## config.mk

```make
export PLATFORM = sky130hd
export DESIGN_NAME = xaui_rx_lane_align
export DESIGN_NICKNAME = d
export VERILOG_FILES = /design/src/rtl/xaui_rx_lane_align.sv
export SDC_FILE = /design/constraint.sdc
export NUM_CORES = 1
export LEC_CHECK = 0
export CORE_UTILIZATION = 40
export DETAILED_ROUTE_END_ITERATION = 8
export HOLD_SLACK_MARGIN = 0.15
export SYNTH_ARGS = -nofsm -noshare
export SYNTH_HDL_FRONTEND = slang
export SYNTH_SLANG_ARGS = --single-unit
```

## constraint.sdc

```tcl
create_clock -name mac_clk -period 4.3 [get_ports mac_clk]
set_input_delay 0.645 -clock mac_clk [delete_from_list [all_inputs] [get_ports mac_clk]]
set_output_delay 0.645 -clock mac_clk [all_outputs]
set_load 0.02 [all_outputs]
```

## src/rtl/xaui_rx_lane_align.sv

```systemverilog
// XAUI receive lane comma aligner: finds the 10-bit comma boundary in a raw SerDes
// stream, re-frames code groups onto it, and tracks lane sync with a LOS/CD/SYNC machine.
module xaui_rx_lane_align #(
  parameter int unsigned TIMEOUT_CYC = 1024,
  parameter int unsigned ERR_LIMIT   = 3
) (
  input  logic       mac_clk,
  input  logic       reset,
  input  logic [9:0] esr_mac_rxd,
  output logic [9:0] aligned_d,
  output logic       comma_det,
  output logic       sync_ok,
  output logic [3:0] align_offset
);

  localparam int unsigned TW = (TIMEOUT_CYC > 2) ? $clog2(TIMEOUT_CYC) : 1;
  localparam int unsigned EW = ($clog2(ERR_LIMIT + 1) > 2) ? $clog2(ERR_LIMIT + 1) : 2;

  typedef enum logic [2:0] {StLos, StCd1, StCd2, StCd3, StSync} state_t;

  state_t          state_q, state_d;
  logic [9:0]      rxd_q;
  logic [3:0]      off_q, off_d;
  logic [EW-1:0]   err_q, err_d;
  logic [TW-1:0]   tmo_q, tmo_d;

  // Older bits at the LSBs; the top input bit never starts or ends a candidate.
  logic [18:0]     win;
  logic [9:0]      cand [10];
  logic [9:0]      match;
  logic            any_hit;
  logic [3:0]      first_k;
  logic            in_phase;

  assign win = {esr_mac_rxd[8:0], rxd_q};

  always_comb begin
    for (int k = 0; k < 10; k++) begin
      cand[k]  = win[k +: 10];
      match[k] = (cand[k][6:0] == 7'b1111100) || (cand[k][6:0] == 7'b0000011);
    end
  end

  // Descending scan so the lowest matching offset wins.
  always_comb begin
    any_hit = 1'b0;
    first_k = 4'd0;
    for (int k = 9; k >= 0; k--) begin
      if (match[k]) begin
        any_hit = 1'b1;
        first_k = 4'(k);
      end
    end
  end

  assign in_phase = match[off_q];

  always_comb begin
    state_d = state_q;
    off_d   = off_q;
    err_d   = err_q;
    tmo_d   = tmo_q;
    case (state_q)
      StLos: begin
        err_d = '0;
        tmo_d = '0;
        if (any_hit) begin
          off_d   = first_k;
          state_d = StCd1;
        end
      end
      StCd1, StCd2, StCd3: begin
        if (in_phase) begin
          state_d = (state_q == StCd1) ? StCd2 : (state_q == StCd2) ? StCd3 : StSync;
        end else if (any_hit) begin
          off_d   = first_k;
          state_d = StCd1;
        end
      end
      StSync: begin
        if (in_phase) begin
          err_d = '0;
          tmo_d = '0;
        end else begin
          if (any_hit && (err_q != EW'(ERR_LIMIT))) err_d = err_q + 1'b1;
          if (tmo_q != TW'(TIMEOUT_CYC - 1)) tmo_d = tmo_q + 1'b1;
          if ((err_d == EW'(ERR_LIMIT)) || (tmo_q == TW'(TIMEOUT_CYC - 1))) begin
            state_d = StLos;
            err_d   = '0;
            tmo_d   = '0;
          end
        end
      end
      default: state_d = StLos;
    endcase
  end

  // Outputs follow next-state values so they line up with the re-framed data.
  always_ff @(posedge mac_clk or posedge reset) begin
    if (reset) begin
      state_q      <= StLos;
      rxd_q        <= '0;
      off_q        <= '0;
      err_q        <= '0;
      tmo_q        <= '0;
      aligned_d    <= '0;
      comma_det    <= 1'b0;
      sync_ok      <= 1'b0;
      align_offset <= '0;
    end else begin
      state_q      <= state_d;
      rxd_q        <= esr_mac_rxd;
      off_q        <= off_d;
      err_q        <= err_d;
      tmo_q        <= tmo_d;
      aligned_d    <= cand[off_d];
      comma_det    <= match[off_d];
      sync_ok      <= (state_d == StSync);
      align_offset <= off_d;
    end
  end

endmodule
```

==> results by group, run 1 <==
Global route
  – Number of global-route vias before repair: 2549
  – Largest net degree at the start of global routing: 42
  – GRT Total Usage: 0.2033
  – Gr ovfl total: 0
  – First-pass GRT wire length: 12520 um
  – Initial antenna violation count: 0

Layout
  – Layout Nets: approximately 370
  – Antenna diodes: 0
  – Register area: 0.001026 mm^2
  – Commonest cells after routing, fill and taps aside: dfrtp_1 (41), mux2i_1 (35), nor2_1 (28), clkdlybuf4s50_1 (27), nand2_1 (25)
  – Commonest non-fill, non-tap cell in the layout: dfrtp_1
  – Fillcell total: 726
  – Synthesis-to-layout area growth: 17.79%
  – Fraction of layout cells with a size suffix above 1: 0.1412
  – Multi-input logic area: between 0.0015 and 0.002 mm^2

Yosys
  – Post-synth ARST share: 1.000
  – Ys flop type: dfrtp_1
  – Syn nets: 337
  – Yosys reg bits: between 40 and 50
  – Synth Warn #: 0
  – Seq/Total Area, Yosys: 0.3393
  – Post-synth EDFFs: 0
  – Synth cell types: 63
  – Post-synthesis mux area share: 0.1576
  – Avg Inst Size Synth: 9.363 um^2
  – Post-Syn Area: 0.003024 mm^2
  – Compound-gate portion of the synthesized area: 0.2139
  – Main combinational cell family by area after synthesis: simple AND/OR/NAND/NOR gates
  – Adder-Cell Fraction of Synth Area: 0.008275
  – XOR/XNOR share of the synthesized area: 0.008688
  – Post-synthesis instance total: 323
  – Simple-Gate Fraction of Synth Area: 0.2185

Timing
  – Fmax: 248.5 MHz
  – Setup Skew: slightly below 0.006 ns
  – RSZ-0062 raised after global routing: no
  – Final-report setup violation count: 0
  – Final critical-path required period: 4.023 ns
  – Fin crit share: 0.9357
  – Measured slew at the worst slew-check pin: 0.7447 ns
  – Worst Slack Setup Final: 0.2766 ns
  – Slew HR: 0.5017
  – Final Max Tran Viols: 0
  – Final Hold Vio Count: 0
  – Setup TNS: 0 ns

Setup path
  – Crit path DAT: roughly 4.3 ns
  – Crit path max fanout: 12
  – CP startpoint kind: input pin
  – Max incr delay on CP: 0.59 ns
  – CP endpoint kind: register
  – Required @ worst endpoint: 4.53 ns
  – Crit-path cells: clkdlybuf4s50_1 -> buf_4 -> or4_1 -> o32a_1 -> o22ai_1 -> a21oi_1 -> o41ai_2 -> mux2i_1 -> inv_1 -> or3b_1 -> o22ai_1 -> a211o_1
  – Critical path's most frequent cell: o22ai_1
  – Worst Setup Path Type: in2reg
  – CP max stage cell: or4_1

CTS
  – Worst skew pair latency: ~0.28 ns
  – Root Buffer: clkbuf_8
  – CTS tree: built
  – Post-CTS setup buffers: 0
  – H-tree levels: 2
  – PostCTS Resize Cnt: 0
  – CTS sink cnt: 41
  – Total CTS buffers: 5
  – Clock Path Buffers: 2
  – CTS clk-pin slew, worst paths: roughly 0.08 ns
  – # hold bufs at CTS: 0

Routing
  – ANT nets after route: 0
  – # DRC: 0
  – 1st-iter DRT viols: 103
  – Final wirelength: 7450 um
  – DR WL/cell: between 15 and 20 um
  – Router iterations before antenna repair: 4
  – Vias: ~2600
  – Vias per cell: 5.804

Power and ir drop
  – Register share of total power: 0.321
  – Switching Share: 0.3875
  – Net Sw Power: 0.6502 mW
  – Power density cells: around 470 mW/mm^2
  – Combinational share of power: 0.490
  – Clock power frac: 0.189
  – VDD IR max: 219.8 uV
  – Int Power: 1.028 mW
  – Lkg Pwr: 1.370 nW

Placement
  – Port Buffer Count: 27
  – Dpl hpwl: 5572 um
  – Gpl congestion: around 0.86
  – Place WS: 0.02274 ns

Floorplanning
  – Die area: a little under 0.008 mm^2
  – Core Rows: 31
  – Die width: about 89 um
  – Die height: 88.95 um
  – I/O pin cnt: 28
  – Placeable Area: 0.007292 mm^2
  – Initial core utilization: 0.4147

Job
  – Max cap viols: 0

Min path
  – Hold WC Path Type: reg2reg

Run status
  – Outcome: completed
-- synthesized netlist by cell type (3+ instances only) --
cell type | count | share of area
a211o_1 | 12 | 0.035
a211oi_1 | 7 | 0.017
a21oi_1 | 9 | 0.015
and3_1 | 5 | 0.010
buf_2 | 13 | 0.022
buf_6 | 4 | 0.015
clkbuf_1 | 4 | 0.0050
dfrtp_1 | 41 | 0.34
inv_1 | 8 | 0.0099
mux2i_1 | 35 | 0.12
mux2i_4 | 4 | 0.030
nand2_1 | 25 | 0.031
nand2b_1 | 8 | 0.017
nand3_1 | 8 | 0.013
nand3b_1 | 5 | 0.012
nand4_1 | 6 | 0.012
nor2_1 | 28 | 0.035
nor3_1 | 6 | 0.0099
o21ai_0 | 14 | 0.023
o22ai_1 | 13 | 0.027
o32ai_1 | 4 | 0.012
or2_2 | 3 | 0.0062
or3b_2 | 4 | 0.012
or4_1 | 7 | 0.017
-- state kept, by name (all words and copies together) (netlist names) --
register   cells
sync_ok        1
state_q        3
comma_det      1
err_q          2
aligned_d     10
rxd_q         10
off_q          4
tmo_q         10
-- area by class of cell --
class / count / share of cell area
inverters: 8 / 0.008430
clock inverters: 1 / 0.008430
well taps: 99 / 0.03477
flip-flops and latches: 41 / 0.2880
clock buffers: 7 / 0.02424
multi-input cells: 252 / 0.5153
repair buffers: 45 / 0.1208
-- final timing paths --
| kind | from | end | slack [ns] | depth (start not counted) |
|---|---|---|---|---|
| setup / recovery | esr_mac_rxd[1] | aligned_d[6]$_DFF_PP0_ | 0.28 | 12 |
| hold / removal | tmo_q[3]$_DFFE_PP0P_ | tmo_q[3]$_DFFE_PP0P_ | 0.50 | 1 |
| hold reg to reg | tmo_q[3]$_DFFE_PP0P_ | tmo_q[3]$_DFFE_PP0P_ | 0.50 | 1 |
| max in group asynchronous | reset | rxd_q[0]$_DFF_PP0_ | 3.15 | 3 |
| min in group asynchronous | reset | tmo_q[5]$_DFFE_PP0P_ | 0.79 | 3 |
| setup reg to reg | rxd_q[8]$_DFF_PP0_ | aligned_d[6]$_DFF_PP0_ | 0.53 | 10 |
-- per-layer routing --
metal	track usage	wire (um)
met3	0.03509	240
met4	0.05051	142
met2	0.3497	3597
met5	0	0
met1	0.2669	3470
-- power groups by stage --
| stage | Sequential [mW] | Clock, mW | Combinational, mW |
|---|---|---|---|
| 6_report | 0.539 | 0.317 | 0.822 |
| 5_1_grt | 0.551 | 0.342 | 0.897 |
| 4_1_cts | 0.539 | 0.330 | 0.826 |
| 3_5_place_dp | 0.546 | 0 | 0.823 |
| 3_3_place_gp | 0.549 | 0 | 0.816 |
| 2_1_floorplan | 0.592 | 0 | 0.511 |
-- cell families after synthesis --
kind of cell | count (synthesis)
buffers and inverters | 30
AND/OR/NAND/NOR | 120
XOR/XNOR | 3
adder cells (fa/ha/maj) | 2
AO/OA/AOI/OAI | 85
multiplexers | 42
flip-flops | 41
-- worst max-delay path: cells and delay by family --
kind	cells	cell delay, ns
mux	1	0.38
buf+inv	3	0.72
compound gates	6	1.35
simple gates	2	1.16
-- through the flow --
stage / util / cell area [um^2] / hold WS [ns] / std cells / power, mW
after floorplan: - / 3024 / 0.4524 / 323 / 1.104
after global placement: 0.4725 / 3446 / 0.4686 / 445 / 1.364
after detailed placement: 0.4725 / 3446 / 0.4915 / 445 / 1.368
after CTS: 0.4885 / 3562 / 0.5029 / 453 / 1.696
after global routing: 0.4885 / 3562 / 0.5393 / 453 / 1.790
final: 0.4885 / 3562 / 0.5027 / 453 / 1.678
No activity file was read; power rests on OpenSTA's default activity.
==> inputs of run 2 (changes only) <==
--- a/config.mk
+++ b/config.mk
@@ -5,9 +5,10 @@
 export SDC_FILE = /design/constraint.sdc
 export NUM_CORES = 1
 export LEC_CHECK = 0
-export CORE_UTILIZATION = 40
+export CORE_UTILIZATION = 58
 export DETAILED_ROUTE_END_ITERATION = 8
 export HOLD_SLACK_MARGIN = 0.15
+export PLACE_DENSITY = 0.8
 export SYNTH_ARGS = -nofsm -noshare
 export SYNTH_HDL_FRONTEND = slang
 export SYNTH_SLANG_ARGS = --single-unit
==> run 2 against run 1 <==
Net effect: combinational power is 1% higher; first-iteration DRC count grew to 3.4 times the previous value; flip-flop and latch count stayed put; total power is 3.8% lower.
==> results by group, run 2 (synthesis gave the netlist of run 1 again) <==
Timing
  – Measured slew at the worst slew-check pin: 0.9082 ns
  – Final-report setup violation count: 0
  – Final Max Tran Viols: 0
  – RSZ-0062 raised after global routing: no
  – Fin crit share: 0.9007
  – Final critical-path required period: 3.873 ns
  – Final Hold Vio Count: 0
  – Setup Skew: approximately 0.0027 ns
  – Fmax: 258.2 MHz
  – Slew HR: 0.3939
  – Setup TNS: 0 ns

Global route
  – Initial antenna violation count: 0
  – Number of global-route vias before repair: 2342
  – Gr ovfl total: 0
  – First-pass GRT wire length: 12130 um
  – Largest net degree at the start of global routing: 24
  – GRT Total Usage: 0.2898

CTS
  – Root Buffer: clkbuf_8
  – Clock Path Buffers: 2
  – Post-CTS setup buffers: 0
  – CTS clk-pin slew, worst paths: 0.07 ns
  – # hold bufs at CTS: 0
  – PostCTS Resize Cnt: 0
  – Total CTS buffers: 5
  – Worst skew pair latency: 0.29 ns
  – H-tree levels: 2
  – CTS sink cnt: ~40
  – CTS tree: built

Floorplanning
  – Die height: 74.21 um
  – Core Rows: 25
  – I/O pin cnt: 28
  – Initial core utilization: 0.6197
  – Die width: 74.21 um
  – Placeable Area: 0.004880 mm^2
  – Die area: 0.005507 mm^2

Setup path
  – Crit path DAT: slightly above 4 ns
  – Worst Setup Path Type: in2reg
  – CP endpoint kind: register
  – Required @ worst endpoint: 4.48 ns
  – CP startpoint kind: input pin
  – Crit path max fanout: 22

Layout
  – Fraction of layout cells with a size suffix above 1: 0.1380
  – Layout Nets: 368
  – Largest regs: aligned_d x10, rxd_q x10, tmo_q x10
  – Commonest non-fill, non-tap cell in the layout: dfrtp_1
  – Synthesis-to-layout area growth: 15.52%
  – Fillcell total: 392
  – Antenna diodes: 0
  – Commonest cells after routing, fill and taps aside: dfrtp_1 (41), mux2i_1 (35), nor2_1 (28), clkdlybuf4s50_1 (27), nand2_1 (25)

Placement
  – Gpl congestion: 0.9192
  – Port Buffer Count: 27
  – Dpl hpwl: 5586 um

Routing
  – 1st-iter DRT viols: 353
  – DR WL/cell: 17.50 um
  – Final wirelength: between 7000 and 8000 um
  – Vias: 2727
  – Vias per cell: 6.462
  – ANT nets after route: 0
  – # DRC: 0
  – Router iterations before antenna repair: 5

Run status
  – Outcome: completed

Power and ir drop
  – Lkg Pwr: approximately 1.4 nW
  – VDD IR max: 255.0 uV
  – Tot Pwr: about 1.6 mW
  – Power density cells: 462.0 mW/mm^2

Job
  – Max cap viols: 0

Min path
  – Hold WC Path Type: reg2reg
==> run 2: worst max-delay path, cell delays in order <==
cell and delay [ns]:
clkdlybuf4s50_1 0.46, or4_4 0.56, o32ai_2 0.32, mux2i_1 0.12, o211a_2 0.30, nor3_2 0.21
a211oi_1 0.14, o2bb2ai_2 0.20, buf_12 0.22, mux2i_1 0.36, mux2i_1 0.19, a211o_1 0.33
==> run 2: cell type report <==
class	instances	area, um^2	area share
multi-input cells	252	1836	0.5254
flip-flops and latches	41	1026	0.2937
repair buffers	46	437.9	0.1254
well taps	67	83.83	0.02400
clock buffers	8	80.08	0.02292
inverters	8	30.03	0.008596
==> run 2: routing by layer <==
metal,vias to the layer above,GRT usage,routed length [um]
met3,10,0.04065,513
li1,1297,-,-
met5,-,0,0
met2,107,0.4121,3283
met4,0,0.07966,99
met1,1313,0.4556,3488
==> run 2: worst paths after layout <==
kind / cells after the start / endpoint / startpoint / slack [ns]
setup / recovery: 12 / aligned_d[4]$_DFF_PP0_ / esr_mac_rxd[0] / 0.43
hold / removal: 1 / tmo_q[3]$_DFFE_PP0P_ / tmo_q[3]$_DFFE_PP0P_ / 0.50
setup reg to reg: 11 / aligned_d[4]$_DFF_PP0_ / rxd_q[6]$_DFF_PP0_ / 0.58
hold reg to reg: 1 / tmo_q[3]$_DFFE_PP0P_ / tmo_q[3]$_DFFE_PP0P_ / 0.50
max in group asynchronous: 3 / aligned_d[3]$_DFF_PP0_ / reset / 2.68
min in group asynchronous: 2 / rxd_q[3]$_DFF_PP0_ / reset / 0.85
==> run 2: report_power, final <==
group	switching (mW)	internal, mW	total [mW]
clock network	0.129	0.115	0.244
logic	0.455	0.378	0.832
registers	0.0726	0.465	0.537
total	0.656	0.958	1.61
==> run 2: metrics by stage <==
| stage | hold WS, ns | cell area (um^2) | worst slack, ns | cells | utilization |
|---|---|---|---|---|---|
| after detailed placement | 0.4867 | 3413 | 0.1486 | 414 | 0.6995 |
| final | 0.4970 | 3493 | 0.4270 | 422 | 0.7159 |
| after floorplan | 0.4524 | 3024 | 0.9382 | 323 | - |
| after CTS | 0.4998 | 3493 | 0.4634 | 422 | 0.7159 |
| after global routing | 0.5425 | 3493 | 0.1958 | 422 | 0.7159 |
| after global placement | 0.4783 | 3413 | 0.2131 | 414 | 0.6995 |
